<file path="src/rtl/seq_detector_pkg.sv">
// Shared helpers for the serial pattern detector: state-width sizing and the
// KMP next-state function that builds the transition table at elaboration.
package seq_det_pkg;

    localparam int MAX_PAT_W = 16;

    function automatic int state_w(input int pat_w);
        int w;
        w = 1;
        for (int i = 5; i >= 1; i--) begin
            if ((1 << i) >= pat_w + 1) w = i;
        end
        return w;
    endfunction

    // Length of the longest proper prefix of the pattern that is also its suffix.
    function automatic int border(input logic [MAX_PAT_W-1:0] pattern, input int pat_w);
        int  best;
        logic ok;
        best = 0;
        for (int k = 1; k < MAX_PAT_W; k++) begin
            if (k < pat_w) begin
                ok = 1'b1;
                for (int i = 0; i < MAX_PAT_W; i++) begin
                    if (i < k && pattern[pat_w-1-i] != pattern[k-1-i]) ok = 1'b0;
                end
                if (ok) best = k;
            end
        end
        return best;
    endfunction

    // Longest pattern prefix that is a suffix of (matched prefix, bit_in).
    function automatic int kmp_next(input logic [MAX_PAT_W-1:0] pattern, input int pat_w,
                                    input int state, input int bit_in, input bit overlap);
        int   s;
        int   j;
        int   best;
        logic ok;
        logic sb;
        if (state == pat_w) s = overlap ? border(pattern, pat_w) : 0;
        else                s = state;
        best = 0;
        for (int k = 1; k <= MAX_PAT_W; k++) begin
            if (k <= s + 1 && k <= pat_w) begin
                ok = 1'b1;
                for (int i = 0; i < MAX_PAT_W; i++) begin
                    if (i < k) begin
                        j  = s + 1 - k + i;
                        sb = (j < s) ? pattern[pat_w-1-j] : (bit_in != 0);
                        if (sb != pattern[pat_w-1-i]) ok = 1'b0;
                    end
                end
                if (ok) best = k;
            end
        end
        return best;
    endfunction

endpackage

</file>
<file path="src/rtl/seq_detector_if.sv">
// Serial-input and status bundle of the pattern detector.
interface seq_detector_if #(
    parameter int PAT_W = 4,
    parameter int CNT_W = 8
);
    logic                           en;
    logic                           a;
    logic                           clr;
    logic                           z;
    logic [CNT_W-1:0]               cnt;
    logic [$clog2(PAT_W+1)-1:0]     st;

    modport master (output en, output a, output clr, input z, input cnt, input st);
    modport slave  (input en, input a, input clr, output z, output cnt, output st);
endinterface

</file>
<file path="src/rtl/seq_detector_sat_counter.sv">
// Saturating event counter with synchronous clear; clear wins over increment.
module sat_counter #(
    parameter int W = 8
) (
    input  logic         clk,
    input  logic         rst,
    input  logic         clr,
    input  logic         inc,
    output logic [W-1:0] q
);
    localparam logic [W-1:0] MAX = '1;

    function automatic logic [W-1:0] sat_inc(input logic [W-1:0] v);
        return (v == MAX) ? MAX : v + W'(1);
    endfunction

    always_ff @(posedge clk or negedge rst) begin
        if (!rst)     q <= '0;
        else if (clr) q <= '0;
        else if (inc) q <= sat_inc(q);
    end
endmodule

</file>
<file path="src/rtl/seq_detector.sv">
// Parametrised serial pattern detector: KMP state machine with an
// elaboration-time transition table, registered match pulse and match count.
module seq_detector
    import seq_det_pkg::*;
#(
    parameter int             PAT_W   = 4,
    parameter logic [PAT_W-1:0] PATTERN = 4'b1011,
    parameter bit             OVERLAP = 1'b1,
    parameter int             CNT_W   = 8
) (
    input logic           clk,
    input logic           rst,
    seq_detector_if.slave bus
);
    localparam int             SW   = state_w(PAT_W);
    localparam logic [SW-1:0]  LAST = SW'(PAT_W);

    logic [SW-1:0] nxt_tbl [PAT_W+1][2];
    logic [SW-1:0] st_p1;
    logic [SW-1:0] st_nxt_p0;
    logic          hit_p0;
    logic          z_p1;

    for (genvar s = 0; s <= PAT_W; s++) begin : g_st
        for (genvar b = 0; b < 2; b++) begin : g_bit
            assign nxt_tbl[s][b] = SW'(kmp_next(MAX_PAT_W'(PATTERN), PAT_W, s, b, OVERLAP));
        end
    end

    // p0: table lookup on the current state and incoming bit
    always_comb begin
        st_nxt_p0 = '0;
        if (st_p1 <= LAST) st_nxt_p0 = nxt_tbl[st_p1][bus.a];
        hit_p0 = bus.en && (st_nxt_p0 == LAST);
    end

    // p1: state, pulse and count registers
    always_ff @(posedge clk or negedge rst) begin
        if (!rst) begin
            st_p1 <= '0;
            z_p1  <= 1'b0;
        end else begin
            z_p1 <= hit_p0;
            if (bus.en) st_p1 <= st_nxt_p0;
        end
    end

    sat_counter #(.W(CNT_W)) u_cnt (
        .clk (clk),
        .rst (rst),
        .clr (bus.clr),
        .inc (hit_p0),
        .q   (bus.cnt)
    );

    assign bus.z  = z_p1;
    assign bus.st = st_p1;
endmodule

</file>
<file path="src/flat_wrapper.sv">
// flat-port wrapper written by rule: the top's interface ports become plain ports
module seq_detector_flat import seq_det_pkg::*;
#(
    parameter int             PAT_W   = 4,
    parameter logic [PAT_W-1:0] PATTERN = 4'b1011,
    parameter bit             OVERLAP = 1'b1,
    parameter int             CNT_W   = 8
)
  (clk, rst, bus_en, bus_a, bus_clr, bus_z, bus_cnt, bus_st);
  seq_detector_if #(.PAT_W(PAT_W), .CNT_W(CNT_W)) bus_i ();
  input logic clk;
  input logic rst;
  input wire logic [$bits(bus_i.en)-1:0] bus_en;
  input wire logic [$bits(bus_i.a)-1:0] bus_a;
  input wire logic [$bits(bus_i.clr)-1:0] bus_clr;
  output wire logic [$bits(bus_i.z)-1:0] bus_z;
  output wire logic [$bits(bus_i.cnt)-1:0] bus_cnt;
  output wire logic [$bits(bus_i.st)-1:0] bus_st;
  assign bus_i.en = bus_en;
  assign bus_i.a = bus_a;
  assign bus_i.clr = bus_clr;
  assign bus_z = bus_i.z;
  assign bus_cnt = bus_i.cnt;
  assign bus_st = bus_i.st;
  seq_detector #(.PAT_W(PAT_W), .PATTERN(PATTERN), .OVERLAP(OVERLAP), .CNT_W(CNT_W)) u_core (.clk(clk), .rst(rst), .bus(bus_i));
endmodule
</file>
<file path="config.mk">
export PLATFORM = sky130hd
export DESIGN_NAME = seq_detector_flat
export DESIGN_NICKNAME = d
export VERILOG_FILES = /design/src/rtl/seq_detector_pkg.sv /design/src/rtl/seq_detector_if.sv /design/src/rtl/seq_detector_sat_counter.sv /design/src/rtl/seq_detector.sv /design/src/flat_wrapper.sv
export SDC_FILE = /design/constraint.sdc
export NUM_CORES = 1
export LEC_CHECK = 0
export CAP_MARGIN = 40
export CORE_AREA = 2 2 44 46
export DETAILED_ROUTE_END_ITERATION = 12
export DIE_AREA = 0 0 46 48
export PLACE_DENSITY = 0.61
export SYNTH_ARGS = -nofsm -noshare
export SYNTH_HDL_FRONTEND = slang
export SYNTH_SLANG_ARGS = --single-unit
</file>
<file path="constraint.sdc">
create_clock -name clk -period 2.6 [get_ports clk]
set_input_delay 0.78 -clock clk [delete_from_list [all_inputs] [get_ports clk]]
set_output_delay 0.78 -clock clk [all_outputs]
set_load 0.02 [all_outputs]
</file>
# ---- Word level (Yosys, flattened, before mapping)
# Memory sizes are Yosys's and may differ from the RTL's.
# Cells that the tools add are included.
dict set report op_classes {
  n_addsub 1
  n_lt_le_gt_ge 3
  n_eq_ne 2
  muxes 9
  bitwise_logic 2
  n_reduce_logical 2
}
# cell count
set ops {}
lappend ops {{8-bit 2-to-1 mux} 3}
lappend ops {{3-bit 2-to-1 mux} 4}
lappend ops {{6-bit 2-to-1 mux} 2}
lappend ops {{8-bit by 1-bit adder with 8-bit output (second input constant)} 1}
lappend ops {{8-bit == test (second input constant)} 1}
lappend ops {{4-bit greater-or-equal comparator (second input constant)} 1}
lappend ops {{3-bit NOT with 4-bit output} 1}
lappend ops {{3-bit == test (second input constant)} 1}
lappend ops {{3-bit less-or-equal comparator (second input constant)} 1}
lappend ops {{2-bit greater-or-equal comparator (second input constant)} 1}
lappend ops {{1-bit NOT with 2-bit output} 1}
lappend ops {{2-bit nonzero test} 1}
lappend ops {{1-bit logical AND} 1}
dict set report totals {
  register_bits 12
  mem_bits_ro 48
  input_bits 5
  output_inout_bits 12
  wordCells 23
  n_memories 1
}
# memory depth width rd rd_clocked_by_memory_dff wr line_no
set mem_list {}
lappend mem_list {{(name not given)} 8 6 1 0 0 seq_detector.sv:33} ;# if (st_p1 <= LAST) st_nxt_p0 = nxt_tbl[st_p1][bus.a];

# ---- Logic depth before layout (Yosys ltp)
dict set report depth {
  ltp_word 12
  depth_mapped 5
  mapped_depth_nobuf 5
}

# ---- Modules after synthesis
# A second synthesis with hierarchy kept.
dict set report hier_totals {
  cells_unflattened 62
  hier_area_um2 643.1
}
# module n_inst cells_each area_per_inst_um2 seq_area_each_um2
set modules_own_cells {}
lappend modules_own_cells {sat_counter 1 43 442.9 200.2}
lappend modules_own_cells {seq_detector 1 19 200.2 100.1}

# ---- Worst setup path before layout
# OpenSTA, ideal clock, no wires.
dict set report synth_timing {
  path_type {input -> register}
  from {input bus_en}
  to {register u_core.u_cnt.q[7]}
  setup_time_ps 126
  arrival_time_ps 1490
  required_ps 2474
  path_slack_ps 984
  path_stages 3
  path_buffers 0
  cell_sequence {and4b_4 > nand4_4 > o311a_1}
}
dict set report synth_via {
  elab_chain_len 2
}
# element line_no
set synth_lines {}
lappend synth_lines {{start, declared} flat_wrapper.sv:13} ;# input wire logic [$bits(bus_i.en)-1:0] bus_en;
lappend synth_lines {{1-bit logical AND} seq_detector.sv:34} ;# hit_p0 = bus.en && (st_nxt_p0 == LAST);
lappend synth_lines {{2-bit nonzero test (no source line)} n/a}
lappend synth_lines {{end signal, assigned} seq_detector_sat_counter.sv:20} ;# else if (inc) q <= sat_inc(q);
lappend synth_lines {{end, declared} seq_detector_sat_counter.sv:9} ;# output logic [W-1:0] q
# No other way between the ends.
# A chain may end at the register's enable or synchronous reset.

# ---- Worst setup path after layout
dict set report layout_timing {
  from {register u_core.st_p1[1] (netlist: u_core.bus.st[1])}
  to {output bus_st[1]}
}
# element line_no
set layout_lines {}
lappend layout_lines {{start, declared} seq_detector.sv:19} ;# logic [SW-1:0] st_p1;
lappend layout_lines {{start signal, assigned} seq_detector.sv:44} ;# if (bus.en) st_p1 <= st_nxt_p0;
lappend layout_lines {{end, declared} flat_wrapper.sv:18} ;# output wire logic [$bits(bus_i.st)-1:0] bus_st;
# No word-level cell between the ends.

==> insert_results.sql <==
INSERT INTO impl_metrics (metric_group, metric, value, unit) VALUES
('cts', 'clock_tree.root_cell', 'sky130_fd_sc_hd__clkbuf_4', ''),
('flow_run', 'drv_cap', '0', ''),
('routing', 'remaining_routing_drc_violations', '0', ''),
('sta', 'fmax', '449', 'MHz'),
('cts', 'clkSlewWorstSetupHoldPaths', '0.06', 'ns'),
('sta', 'setup_viol', '0', ''),
('yosys', 'yosysWarnings', '0', ''),
('layout', 'final_net_count', '92', ''),
('setup_path', 'timing.rr.end', 'u_core.u_cnt.q[0]', ''),
('global_routing', 'grt_remaining_overflow', '0', ''),
('sta', 'hold_viol', '0', ''),
('sta', 'fin_crit', '2.23', 'ns'),
('global_routing', 'grt_util_all_layers', '15.4', '%'),
('floorplan', 'rows', '15', ''),
('sta', 'post-route-period-util', '85.7', '%'),
('global_routing', 'grt_antenna_before_repair', '0', ''),
('yosys', 'synth_fp_nets', '72', ''),
('setup_path', 'critical_path_class', 'flip-flop to output port', ''),
('setup_path', 'path_cells', 'clkdlybuf4s50_1', ''),
('yosys', 'dominantRegCellSynth', 'sky130_fd_sc_hd__dfrtp_1', ''),
('global_routing', 'global_route.usage.met2', '20.3', '%'),
('setup_path', 'slowest_stage', 'sky130_fd_sc_hd__clkdlybuf4s50_1', ''),
('cts', 'worstSkewPairLatency', '0.27', 'ns'),
('setup_path', 'crit_required', '1.82', 'ns'),
('cts', 'number_of_buffers_added_to_fix_hold_violations_after_cts', '0', ''),
('setup_path', 'r2r_setup_slack', '1.02', 'ns'),
('pwr', 'power-per-cell-area', '537', 'nW/um2'),
('min_path', 'worstHoldEndpoint', 'u_core.u_cnt.q[0]', ''),
('cts', 'cts.repair_timing.setup_buffer_count', '0', ''),
('setup_path', 'crit_path_start_kind', 'flip-flop', ''),
('floorplan', 'core_area', '1690', 'um2'),
('setup_path', 'worstReg2RegStart', 'u_core.u_cnt.q[0]', ''),
('yosys', 'ys_async_sr_fraction', '100', '%'),
('yosys', 'synth_top_area_share', '46.3', '%'),
('global_routing', 'first_global_vias', '513', ''),
('sta', 'setup_total_negative_slack', '0', 'ns'),
('yosys', 'synth_area', '648', 'um2'),
('min_path', 'holdCritStartpoint', 'u_core.u_cnt.q[0]', ''),
('yosys', 'synth_seq_cells', '12', ''),
('yosys', 'synth_common_cells', 'sky130_fd_sc_hd__dfrtp_1, sky130_fd_sc_hd__nor2_1, sky130_fd_sc_hd__a21oi_1', ''),
('floorplan', 'chipWidth', '46', 'um'),
('cts', 'clock_sink_count', '12', ''),
('yosys', 'synth_sequential_area_ratio', '46.3', '%'),
('floorplan', 'ios', '17', ''),
('cts', 'h-tree-depth', '1', ''),
('place', 'place.gp.congestion', '0.777', ''),
('sta', 'rsz0062_at_grt', 'false', ''),
('yosys', 'synth_top_cells_by_area', 'sky130_fd_sc_hd__dfrtp_1, sky130_fd_sc_hd__nor2_1, sky130_fd_sc_hd__a21oi_1, sky130_fd_sc_hd__nand4_4, sky130_fd_sc_hd__nor3_1', ''),
('routing', 'post_drt_wl_per_cell', '13.9', 'um'),
('global_routing', 'gr-max-usage-layer', 'met1', ''),
('layout', 'antenna_diode_count', '0', ''),
('cts', 'clock_tree_from_tritoncts', 'built', ''),
('layout', 'flow.area_growth_from_synthesis', '30.9', '%'),
('floorplan', 'floorplan.die.height', '48', 'um'),
('sta', 'setup_ws', '0.371', 'ns'),
('yosys', 'postSynthCellCount', '66', ''),
('pwr', 'power_leakage', '0.365', 'nW'),
('yosys', 'postSynthAreaPerCell', '9.82', 'um2'),
('global_routing', 'grt_max_degree', '13', ''),
('pwr', 'peak_ir_drop_on_the_vdd_network', '0.000221', 'V'),
('routing', 'detail-route-antenna-nets', '0', ''),
('yosys', 'post-synth-top-count-cell', 'sky130_fd_sc_hd__dfrtp_1', ''),
('floorplan', 'full_die_area', '2210', 'um2'),
('sta', 'holdWs', '0.565', 'ns'),
('routing', 'detailed_router_iteration_count_before_antenna_repair', '4', ''),
('status', 'outcome', 'finished clean', ''),
('min_path', 'classification_of_the_worst_slack_hold_path', 'flip-flop to flip-flop', ''),
('global_routing', 'grt_pass1_wl', '2340', 'um'),
('yosys', 'netlist.top_cell.by_area', 'sky130_fd_sc_hd__dfrtp_1', ''),
('yosys', 'yosysUniqueCellTypes', '32', ''),
('setup_path', 'critical_path.n_buffers_inverters', '1', '');
[per-stage QoR]
step / area, um2 / power, mW / util [%] / cells
3_5_place_dp: 826 / 0.349 / 48.9 / 98
6_report: 848 / 0.455 / 50.2 / 101
2_1_floorplan: 648 / 0.295 / - / 66
5_1_grt: 848 / 0.491 / 50.2 / 101
4_1_cts: 848 / 0.461 / 50.2 / 101
3_3_place_gp: 826 / 0.348 / 48.9 / 98
[registers in the layout (all words and copies together), names as in the netlist]
signal / count
u_core.bus.st: 3
u_core.u_cnt.q: 8
u_core.bus.z: 1
[per-layer routing]
metal	part of all wire, %	up-vias
li1	-	282
met1	48	285
met2	45	17
met3	6.1	2
met4	0.86	0
met5	0	-
[cell families after synthesis]
group                      Yosys count  share of synthesized area [%]
and+or+nand+nor                     29                           28.2
AOI/OAI and AO/OA                   18                           19.3
DFF                                 12                           46.3
buffers and inverters                6                           4.25
adders and majority gates            1                           1.93
[final cells by class]
cell class,count,area [um2],area share [%]
clock buffer,3,22.5,2.65
timing repair buffer,16,160,18.9
tap,17,21.3,2.51
inverter,5,23.8,2.80
multi-input combinational,48,320,37.8
sequential,12,300,35.4
[worst max path at each step]
stage / from / end / cells after the start
floorplan: bus_en / u_core.u_cnt.q[7] / 3
finish: u_core.bus.st[1] / bus_st[1] / 1
detailed placement: bus_en / u_core.u_cnt.q[7] / 4
global placement: bus_en / u_core.u_cnt.q[7] / 4
CTS: u_core.bus.st[1] / bus_st[1] / 1
global route: u_core.bus.st[1] / bus_st[1] / 1
[report_power, final]
part           internal (mW)  switching, mW
Sequential             0.201         0.0293
Clock                 0.0535         0.0564
Combinational         0.0568         0.0583
[cells in the final DEF (no fill, tap or decap)]
cell type,count
sky130_fd_sc_hd__clkdlybuf4s50_1,16
sky130_fd_sc_hd__dfrtp_1,12
sky130_fd_sc_hd__nor2_1,8
sky130_fd_sc_hd__a21oi_1,5
sky130_fd_sc_hd__inv_1,4
sky130_fd_sc_hd__nor3_1,4
sky130_fd_sc_hd__o21ai_0,3
sky130_fd_sc_hd__clkbuf_4,3
sky130_fd_sc_hd__nand4_1,2
sky130_fd_sc_hd__nand3_1,2
sky130_fd_sc_hd__a211oi_1,2
sky130_fd_sc_hd__nand2_1,2
sky130_fd_sc_hd__and4b_4,1
sky130_fd_sc_hd__nand2_2,1
sky130_fd_sc_hd__clkinv_4,1
sky130_fd_sc_hd__nor2b_1,1
sky130_fd_sc_hd__nor3b_1,1
sky130_fd_sc_hd__o31ai_1,1
sky130_fd_sc_hd__or3_1,1
sky130_fd_sc_hd__a22o_1,1
sky130_fd_sc_hd__and4b_1,1
sky130_fd_sc_hd__nor3_2,1
sky130_fd_sc_hd__and4_1,1
sky130_fd_sc_hd__nand4_4,1
sky130_fd_sc_hd__o21bai_1,1
sky130_fd_sc_hd__o311a_1,1
sky130_fd_sc_hd__a21o_1,1
sky130_fd_sc_hd__and3_1,1
sky130_fd_sc_hd__a31oi_1,1
sky130_fd_sc_hd__a41o_1,1
sky130_fd_sc_hd__a211oi_2,1
sky130_fd_sc_hd__or2_2,1
sky130_fd_sc_hd__ha_1,1
(Power assumes the default switching activity.)
